===== src/rtl/hazard_if.sv =====
// Pipeline <-> hazard controller bundle: hazard-detection inputs from the datapath
// and the enables, flushes, hold and status the controller returns.
interface hazard_if #(
    parameter int CNT_W = 16
);
    // Pure level signals, no handshake: the datapath presents the ID/EX/MEM state every
    // cycle and the controller answers combinationally in that same cycle.
    logic             ID_EX_MemRead;
    logic [4:0]       ID_EX_rd;
    logic [4:0]       IF_ID_rs1;
    logic [4:0]       IF_ID_rs2;
    logic             branch_taken;
    logic             mem_busy;
    logic             halt_req;

    logic             PCWrite;
    logic             IF_ID_Write;
    logic             Mux_Write;
    logic             IF_ID_Flush;
    logic             ID_EX_Flush;
    logic             EX_MEM_Flush;
    logic             pipe_hold;
    logic             halted;
    logic             mem_timeout;
    logic [CNT_W-1:0] stall_cnt;
    logic [CNT_W-1:0] flush_cnt;

    modport master (
        output ID_EX_MemRead, ID_EX_rd, IF_ID_rs1, IF_ID_rs2,
               branch_taken, mem_busy, halt_req,
        input  PCWrite, IF_ID_Write, Mux_Write,
               IF_ID_Flush, ID_EX_Flush, EX_MEM_Flush,
               pipe_hold, halted, mem_timeout, stall_cnt, flush_cnt
    );

    modport slave (
        input  ID_EX_MemRead, ID_EX_rd, IF_ID_rs1, IF_ID_rs2,
               branch_taken, mem_busy, halt_req,
        output PCWrite, IF_ID_Write, Mux_Write,
               IF_ID_Flush, ID_EX_Flush, EX_MEM_Flush,
               pipe_hold, halted, mem_timeout, stall_cnt, flush_cnt
    );
endinterface


===== src/rtl/hazard_controller.sv =====
// Five-stage pipeline hazard controller: load-use stalls, branch flushes, memory-wait
// hold with timeout, and halt drain. Control outputs are Mealy on state plus inputs.
module hazard_controller #(
    parameter int DRAIN_CYCLES = 3,
    parameter int TIMEOUT      = 255,
    parameter int CNT_W        = 16
) (
    input  logic       clk,
    input  logic       reset,
    hazard_if.slave    bus,
    output logic [1:0] dbg_state
);
    localparam int WAIT_W  = 10;
    localparam int DRAIN_W = (DRAIN_CYCLES > 1) ? $clog2(DRAIN_CYCLES) : 1;

    typedef enum logic [1:0] {
        S_RUN    = 2'd0,
        S_WAIT   = 2'd1,
        S_DRAIN  = 2'd2,
        S_HALTED = 2'd3
    } state_t;

    state_t             state;
    state_t             state_next;
    logic [WAIT_W-1:0]  wait_cnt;
    logic [WAIT_W-1:0]  wait_next;
    logic [DRAIN_W-1:0] drain_cnt;
    logic [DRAIN_W-1:0] drain_next;
    logic [CNT_W-1:0]   stall_q;
    logic [CNT_W-1:0]   flush_q;
    logic               timeout_q;
    logic               stall_inc;
    logic               flush_inc;
    logic               timeout_set;
    logic               run_rules;
    logic               hazard;

    assign hazard = bus.ID_EX_MemRead && (bus.ID_EX_rd != 5'd0) &&
                    ((bus.ID_EX_rd == bus.IF_ID_rs1) || (bus.ID_EX_rd == bus.IF_ID_rs2));

    always_comb begin
        bus.PCWrite      = 1'b1;
        bus.IF_ID_Write  = 1'b1;
        bus.Mux_Write    = 1'b1;
        bus.IF_ID_Flush  = 1'b0;
        bus.ID_EX_Flush  = 1'b0;
        bus.EX_MEM_Flush = 1'b0;
        bus.pipe_hold    = 1'b0;
        bus.halted       = 1'b0;
        state_next       = state;
        wait_next        = wait_cnt;
        drain_next       = drain_cnt;
        stall_inc        = 1'b0;
        flush_inc        = 1'b0;
        timeout_set      = 1'b0;
        run_rules        = 1'b0;

        // While reset is high every input is treated as 0, leaving the RUN defaults.
        if (!reset) begin
            unique case (state)
                S_RUN: run_rules = 1'b1;

                S_WAIT: begin
                    if (bus.mem_busy && !bus.branch_taken) begin
                        bus.PCWrite     = 1'b0;
                        bus.IF_ID_Write = 1'b0;
                        bus.pipe_hold   = 1'b1;
                        wait_next       = wait_cnt + WAIT_W'(1);
                        if (wait_cnt == WAIT_W'(TIMEOUT - 1)) begin
                            timeout_set = 1'b1;
                            state_next  = S_HALTED;
                        end
                    end else begin
                        wait_next = '0;
                        run_rules = 1'b1;
                    end
                end

                S_DRAIN: begin
                    if (bus.branch_taken) begin
                        // The halt was on the wrong path: squash it and resume.
                        bus.IF_ID_Flush  = 1'b1;
                        bus.ID_EX_Flush  = 1'b1;
                        bus.EX_MEM_Flush = 1'b1;
                        flush_inc        = 1'b1;
                        state_next       = S_RUN;
                    end else begin
                        bus.PCWrite     = 1'b0;
                        bus.IF_ID_Flush = 1'b1;
                        bus.Mux_Write   = 1'b0;
                        if (bus.mem_busy) begin
                            bus.pipe_hold = 1'b1;
                        end else if (drain_cnt == '0) begin
                            state_next = S_HALTED;
                        end else begin
                            drain_next = drain_cnt - DRAIN_W'(1);
                        end
                    end
                end

                S_HALTED: begin
                    bus.PCWrite     = 1'b0;
                    bus.IF_ID_Write = 1'b0;
                    bus.Mux_Write   = 1'b0;
                    bus.pipe_hold   = 1'b1;
                    bus.halted      = 1'b1;
                end
            endcase

            if (run_rules) begin
                state_next = S_RUN;
                if (bus.branch_taken) begin
                    bus.IF_ID_Flush  = 1'b1;
                    bus.ID_EX_Flush  = 1'b1;
                    bus.EX_MEM_Flush = 1'b1;
                    flush_inc        = 1'b1;
                end else if (bus.mem_busy) begin
                    bus.PCWrite     = 1'b0;
                    bus.IF_ID_Write = 1'b0;
                    bus.pipe_hold   = 1'b1;
                    wait_next       = '0;
                    state_next      = S_WAIT;
                end else if (bus.halt_req) begin
                    bus.PCWrite     = 1'b0;
                    bus.IF_ID_Flush = 1'b1;
                    drain_next      = DRAIN_W'(DRAIN_CYCLES - 1);
                    state_next      = S_DRAIN;
                end else if (hazard) begin
                    bus.PCWrite     = 1'b0;
                    bus.IF_ID_Write = 1'b0;
                    bus.Mux_Write   = 1'b0;
                    stall_inc       = 1'b1;
                end
            end
        end
    end

    always_ff @(posedge clk or posedge reset) begin
        if (reset) begin
            state     <= S_RUN;
            wait_cnt  <= '0;
            drain_cnt <= '0;
            stall_q   <= '0;
            flush_q   <= '0;
            timeout_q <= 1'b0;
        end else begin
            state     <= state_next;
            wait_cnt  <= wait_next;
            drain_cnt <= drain_next;
            if (stall_inc && (stall_q != '1)) begin
                stall_q <= stall_q + CNT_W'(1);
            end
            if (flush_inc && (flush_q != '1)) begin
                flush_q <= flush_q + CNT_W'(1);
            end
            if (timeout_set) begin
                timeout_q <= 1'b1;
            end
        end
    end

    assign bus.stall_cnt   = stall_q;
    assign bus.flush_cnt   = flush_q;
    assign bus.mem_timeout = timeout_q;
    assign dbg_state       = state;
endmodule


===== src/flat_wrapper.sv =====
// flat-port wrapper written by rule: the top's interface ports become plain ports
module hazard_controller_flat 
#(
    parameter int DRAIN_CYCLES = 3,
    parameter int TIMEOUT      = 255,
    parameter int CNT_W        = 16
)
  (clk, reset, dbg_state, bus_ID_EX_MemRead, bus_ID_EX_rd, bus_IF_ID_rs1, bus_IF_ID_rs2, bus_branch_taken, bus_mem_busy, bus_halt_req, bus_PCWrite, bus_IF_ID_Write, bus_Mux_Write, bus_IF_ID_Flush, bus_ID_EX_Flush, bus_EX_MEM_Flush, bus_pipe_hold, bus_halted, bus_mem_timeout, bus_stall_cnt, bus_flush_cnt);
  hazard_if #(.CNT_W(CNT_W)) bus_i ();
  input  logic clk;
  input  logic reset;
  output logic [1:0] dbg_state;
  input wire logic [$bits(bus_i.ID_EX_MemRead)-1:0] bus_ID_EX_MemRead;
  input wire logic [$bits(bus_i.ID_EX_rd)-1:0] bus_ID_EX_rd;
  input wire logic [$bits(bus_i.IF_ID_rs1)-1:0] bus_IF_ID_rs1;
  input wire logic [$bits(bus_i.IF_ID_rs2)-1:0] bus_IF_ID_rs2;
  input wire logic [$bits(bus_i.branch_taken)-1:0] bus_branch_taken;
  input wire logic [$bits(bus_i.mem_busy)-1:0] bus_mem_busy;
  input wire logic [$bits(bus_i.halt_req)-1:0] bus_halt_req;
  output wire logic [$bits(bus_i.PCWrite)-1:0] bus_PCWrite;
  output wire logic [$bits(bus_i.IF_ID_Write)-1:0] bus_IF_ID_Write;
  output wire logic [$bits(bus_i.Mux_Write)-1:0] bus_Mux_Write;
  output wire logic [$bits(bus_i.IF_ID_Flush)-1:0] bus_IF_ID_Flush;
  output wire logic [$bits(bus_i.ID_EX_Flush)-1:0] bus_ID_EX_Flush;
  output wire logic [$bits(bus_i.EX_MEM_Flush)-1:0] bus_EX_MEM_Flush;
  output wire logic [$bits(bus_i.pipe_hold)-1:0] bus_pipe_hold;
  output wire logic [$bits(bus_i.halted)-1:0] bus_halted;
  output wire logic [$bits(bus_i.mem_timeout)-1:0] bus_mem_timeout;
  output wire logic [$bits(bus_i.stall_cnt)-1:0] bus_stall_cnt;
  output wire logic [$bits(bus_i.flush_cnt)-1:0] bus_flush_cnt;
  assign bus_i.ID_EX_MemRead = bus_ID_EX_MemRead;
  assign bus_i.ID_EX_rd = bus_ID_EX_rd;
  assign bus_i.IF_ID_rs1 = bus_IF_ID_rs1;
  assign bus_i.IF_ID_rs2 = bus_IF_ID_rs2;
  assign bus_i.branch_taken = bus_branch_taken;
  assign bus_i.mem_busy = bus_mem_busy;
  assign bus_i.halt_req = bus_halt_req;
  assign bus_PCWrite = bus_i.PCWrite;
  assign bus_IF_ID_Write = bus_i.IF_ID_Write;
  assign bus_Mux_Write = bus_i.Mux_Write;
  assign bus_IF_ID_Flush = bus_i.IF_ID_Flush;
  assign bus_ID_EX_Flush = bus_i.ID_EX_Flush;
  assign bus_EX_MEM_Flush = bus_i.EX_MEM_Flush;
  assign bus_pipe_hold = bus_i.pipe_hold;
  assign bus_halted = bus_i.halted;
  assign bus_mem_timeout = bus_i.mem_timeout;
  assign bus_stall_cnt = bus_i.stall_cnt;
  assign bus_flush_cnt = bus_i.flush_cnt;
  hazard_controller #(.DRAIN_CYCLES(DRAIN_CYCLES), .TIMEOUT(TIMEOUT), .CNT_W(CNT_W)) u_core (.clk(clk), .reset(reset), .bus(bus_i), .dbg_state(dbg_state));
endmodule

===== config.mk =====
export PLATFORM = sky130hd
export DESIGN_NAME = hazard_controller_flat
export DESIGN_NICKNAME = d
export VERILOG_FILES = /design/src/rtl/hazard_if.sv /design/src/rtl/hazard_controller.sv /design/src/flat_wrapper.sv
export SDC_FILE = /design/constraint.sdc
export NUM_CORES = 1
export LEC_CHECK = 0
export CAP_MARGIN = 20
export CELL_PAD_IN_SITES_DETAIL_PLACEMENT = 1
export CELL_PAD_IN_SITES_GLOBAL_PLACEMENT = 1
export CORE_MARGIN = 2
export CORE_UTILIZATION = 40
export CTS_CLUSTER_SIZE = 20
export DETAILED_ROUTE_END_ITERATION = 8
export GPL_ROUTABILITY_DRIVEN = 0
export GPL_TIMING_DRIVEN = 1
export PLACE_DENSITY = 0.86
export SLEW_MARGIN = 20
export SYNTH_ARGS = -nofsm -noshare
export SYNTH_HDL_FRONTEND = slang
export SYNTH_SLANG_ARGS = --single-unit

===== constraint.sdc =====
create_clock -name clk -period 3.08 [get_ports clk]
set_input_delay 0.308 -clock clk [delete_from_list [all_inputs] [get_ports clk]]
set_output_delay 0.308 -clock clk [all_outputs]
set_load 0.02 [all_outputs]

==> metrics.cfg, run 1 <==
[route]
drt_iter0_drc = 69
drt-vias-per-instance = 5.30
firstDrtPassIters = 4
drc = 0
vias = 2118
wl_per_cell_um = 15.5
drt_wl_total_um = 6220
antenna_left = 0

[worst_setup_path]
crit_path_start = bus_ID_EX_rd[3]
reg2reg_depth = 5
slowest_delay_ps = 620
critical_path.max_fanout = 4
path_cells = clkdlybuf4s50_1 > or4_1 > o21a_1 > nand3b_1 > nor3_1 > o21ai_0 > clkdlybuf4s50_1
path_class = input port to output port
worst_path_max_delay_cell = clkdlybuf4s50_1
cp_data_arrival_time_ps = 2610
cp.required_ps = 2770
timing.rr.end = u_core.bus.stall_cnt[1]
start_kind = input port
crit_top_cell = clkdlybuf4s50_1
reg2reg_slack_ps = 1020
r2r_start = u_core.dbg_state[1]
cp-end-kind = output port

[sta]
max_freq_ghz = 0.342
tns_ps = 0
period_share_pct = 94.9
layout_min_cycle_time_ps = 2920
finalHoldWorstSlack_ps = 353
max_slew_margin_pct = 63.0
setup_viol = 0
fin_skew_ps = 5.24
tightest_slew_ps = 551
slew_viol_final = 0
rsz0062_at_grt = no
hold_violations = 0

[die]
die_width_um = 83.7
dieHeight_um = 83.7
rows = 29
fp.coreArea_um2 = 6240
die_area_um2 = 7010
initial_utilization_pct = 40.7
io_pins = 64

[cells_and_area]
num_antenna_cells = 0
layout_common_cells = clkdlybuf4s50_1 (62), dfrtp_1 (47), xnor2_1 (35), nand2_1 (25), nand3_1 (24)
layout_commonest_cell = clkdlybuf4s50_1
finalNetCount = 347
area_growth_pct = 31.7
drive_gt1_share_pct = 7.43

[synthesis]
ys_warn_count = 0
ys.flop_type = dfrtp_1
yosysUniqueCellTypes = 46
seq_area_frac_synth_pct = 46.3
syn_area_per_cell_um2 = 9.97
syn_area_um2 = 2540
synth_fp_nets = 280
synth_edf_count = 0
synth-seq-cells = 47
syn-instance-count = 255
synthArstFlopShare_pct = 100

[cts]
htree_levels = 2
cts_buffers = 5
ctsResizeCount = 0
postCtsSetupRepairBufs = 0
cts_hold_repair.buffers = 0
clock_latency_ps = 290
cts.sinks = 47
cts_tree = built
root_buffer = clkbuf_8
clock_path_buffers = 2
clk_pin_slew_ps = 90

[placement]
port_buffers = 63
hpwl_um = 4820

[grt]
antenna_found_initial = 0
grt_max_degree = 24
grtUsageTotal_pct = 18.5
grt_pass1_vias = 2224
grt.overflow.total = 0
grt_pass1_wl_um = 10700

[run_status]
status = finished clean

[power_and_ir_drop]
ir_worst_vdd_uv = 278
power_leakage_nw = 1.39
powerDensity_nw_per_um2 = 442
p_total_mw = 1.48

[flow_run]
cap_violations = 0

[min_path]
worstHoldPathType = input port to asynchronous set/reset pin

-- kinds of logic (layout without fill, tap and decap cells) --
| family | count (synthesis) | in the layout | synth area share [%] |
|---|---|---|---|
| AND/OR/NAND/NOR | 118 | 118 | 25.8 |
| multiplexers | 3 | 3 | 1.28 |
| AO/OA/AOI/OAI | 24 | 24 | 6.10 |
| adder cells (fa/ha/maj) | 4 | 4 | 1.97 |
| XOR/XNOR | 47 | 47 | 16.2 |
| flip-flops | 47 | 47 | 46.3 |
| buffers and inverters | 12 | 80 | 2.41 |
-- Yosys cell counts (all sizes together), types with 6 or more instances --
master   n  share of area (%)
dfrtp   47                 46
xnor2   35                 12
nand2   25                3.7
nand3   24                4.7
nor2    20                3.0
xor2    12                4.1
nand4   10                2.5
and3     8                2.0
o21ai    8                1.6
nor3     7                1.6
buf      6                1.5
-- worst max-delay path by stage --
stage / end / slack [ps] / depth (start not counted)
floorplan: u_core.bus.flush_cnt[13] / 430 / 6
global placement: bus_PCWrite / 180 / 7
detailed placement: bus_PCWrite / 140 / 7
CTS: bus_PCWrite / 140 / 7
global route: bus_Mux_Write / 60 / 7
finish: bus_Mux_Write / 160 / 7
-- area by class of cell --
cell class / count / area [um2]
Multi-Input combinational cell: 196 / 1310
Timing Repair Buffer: 68 / 671
Clock buffer: 6 / 72.6
Clock inverter: 2 / 12.5
Sequential cell: 47 / 1180
Inverter: 4 / 15.0
Tap cell: 77 / 96.3
Fill cell: 711 / 2890
-- state kept, by name (all words and copies together) (netlist names) --
name                    flops
u_core.dbg_state            2
u_core.wait_cnt            10
u_core.bus.mem_timeout      1
u_core.bus.flush_cnt       16
u_core.bus.stall_cnt       16
u_core.drain_cnt            2
-- through the flow --
step | utilization (%) | area [um2] | worst slack (ps) | instances
floorplan | - | 2540 | 426 | 255
global placement | 52.2 | 3260 | 179 | 392
detailed placement | 52.2 | 3260 | 139 | 392
CTS | 53.6 | 3350 | 144 | 400
global route | 53.6 | 3350 | 58.4 | 400
finish | 53.6 | 3350 | 158 | 400
-- where the power goes --
| group | leakage, nW | internal [mW] | switching [mW] |
|---|---|---|---|
| registers | 0.636 | 0.673 | 0.0840 |
| clock network | 0.0412 | 0.159 | 0.204 |
| logic | 0.716 | 0.180 | 0.181 |
-- critical path, delay by kind of cell --
| kind | cells | cell delay, ps |
|---|---|---|
| buffers and inverters | 2 | 1100 |
| and+or+nand+nor | 3 | 830 |
| AOI/OAI and AO/OA | 2 | 380 |
-- per-layer routing --
metal / global-route usage [%] / vias to the layer above / wire length, um
met3: 2.57 / 2 / 136
met5: 0 / - / 0
li1: - / 1022 / -
met2: 31.3 / 24 / 3170
met4: 4.99 / 0 / 31
met1: 25.0 / 1070 / 2880
Power figures use the tool's default switching activity.
==> run 2: changes to the inputs <==
--- a/config.mk
+++ b/config.mk
@@ -5,6 +5,7 @@
 export SDC_FILE = /design/constraint.sdc
 export NUM_CORES = 1
 export LEC_CHECK = 0
+export ABC_CLOCK_PERIOD_IN_PS = 3080
 export CAP_MARGIN = 20
 export CELL_PAD_IN_SITES_DETAIL_PLACEMENT = 1
 export CELL_PAD_IN_SITES_GLOBAL_PLACEMENT = 1
==> results of run 2 <==
Final layout, timing and power as in run 1 (identical DEF).
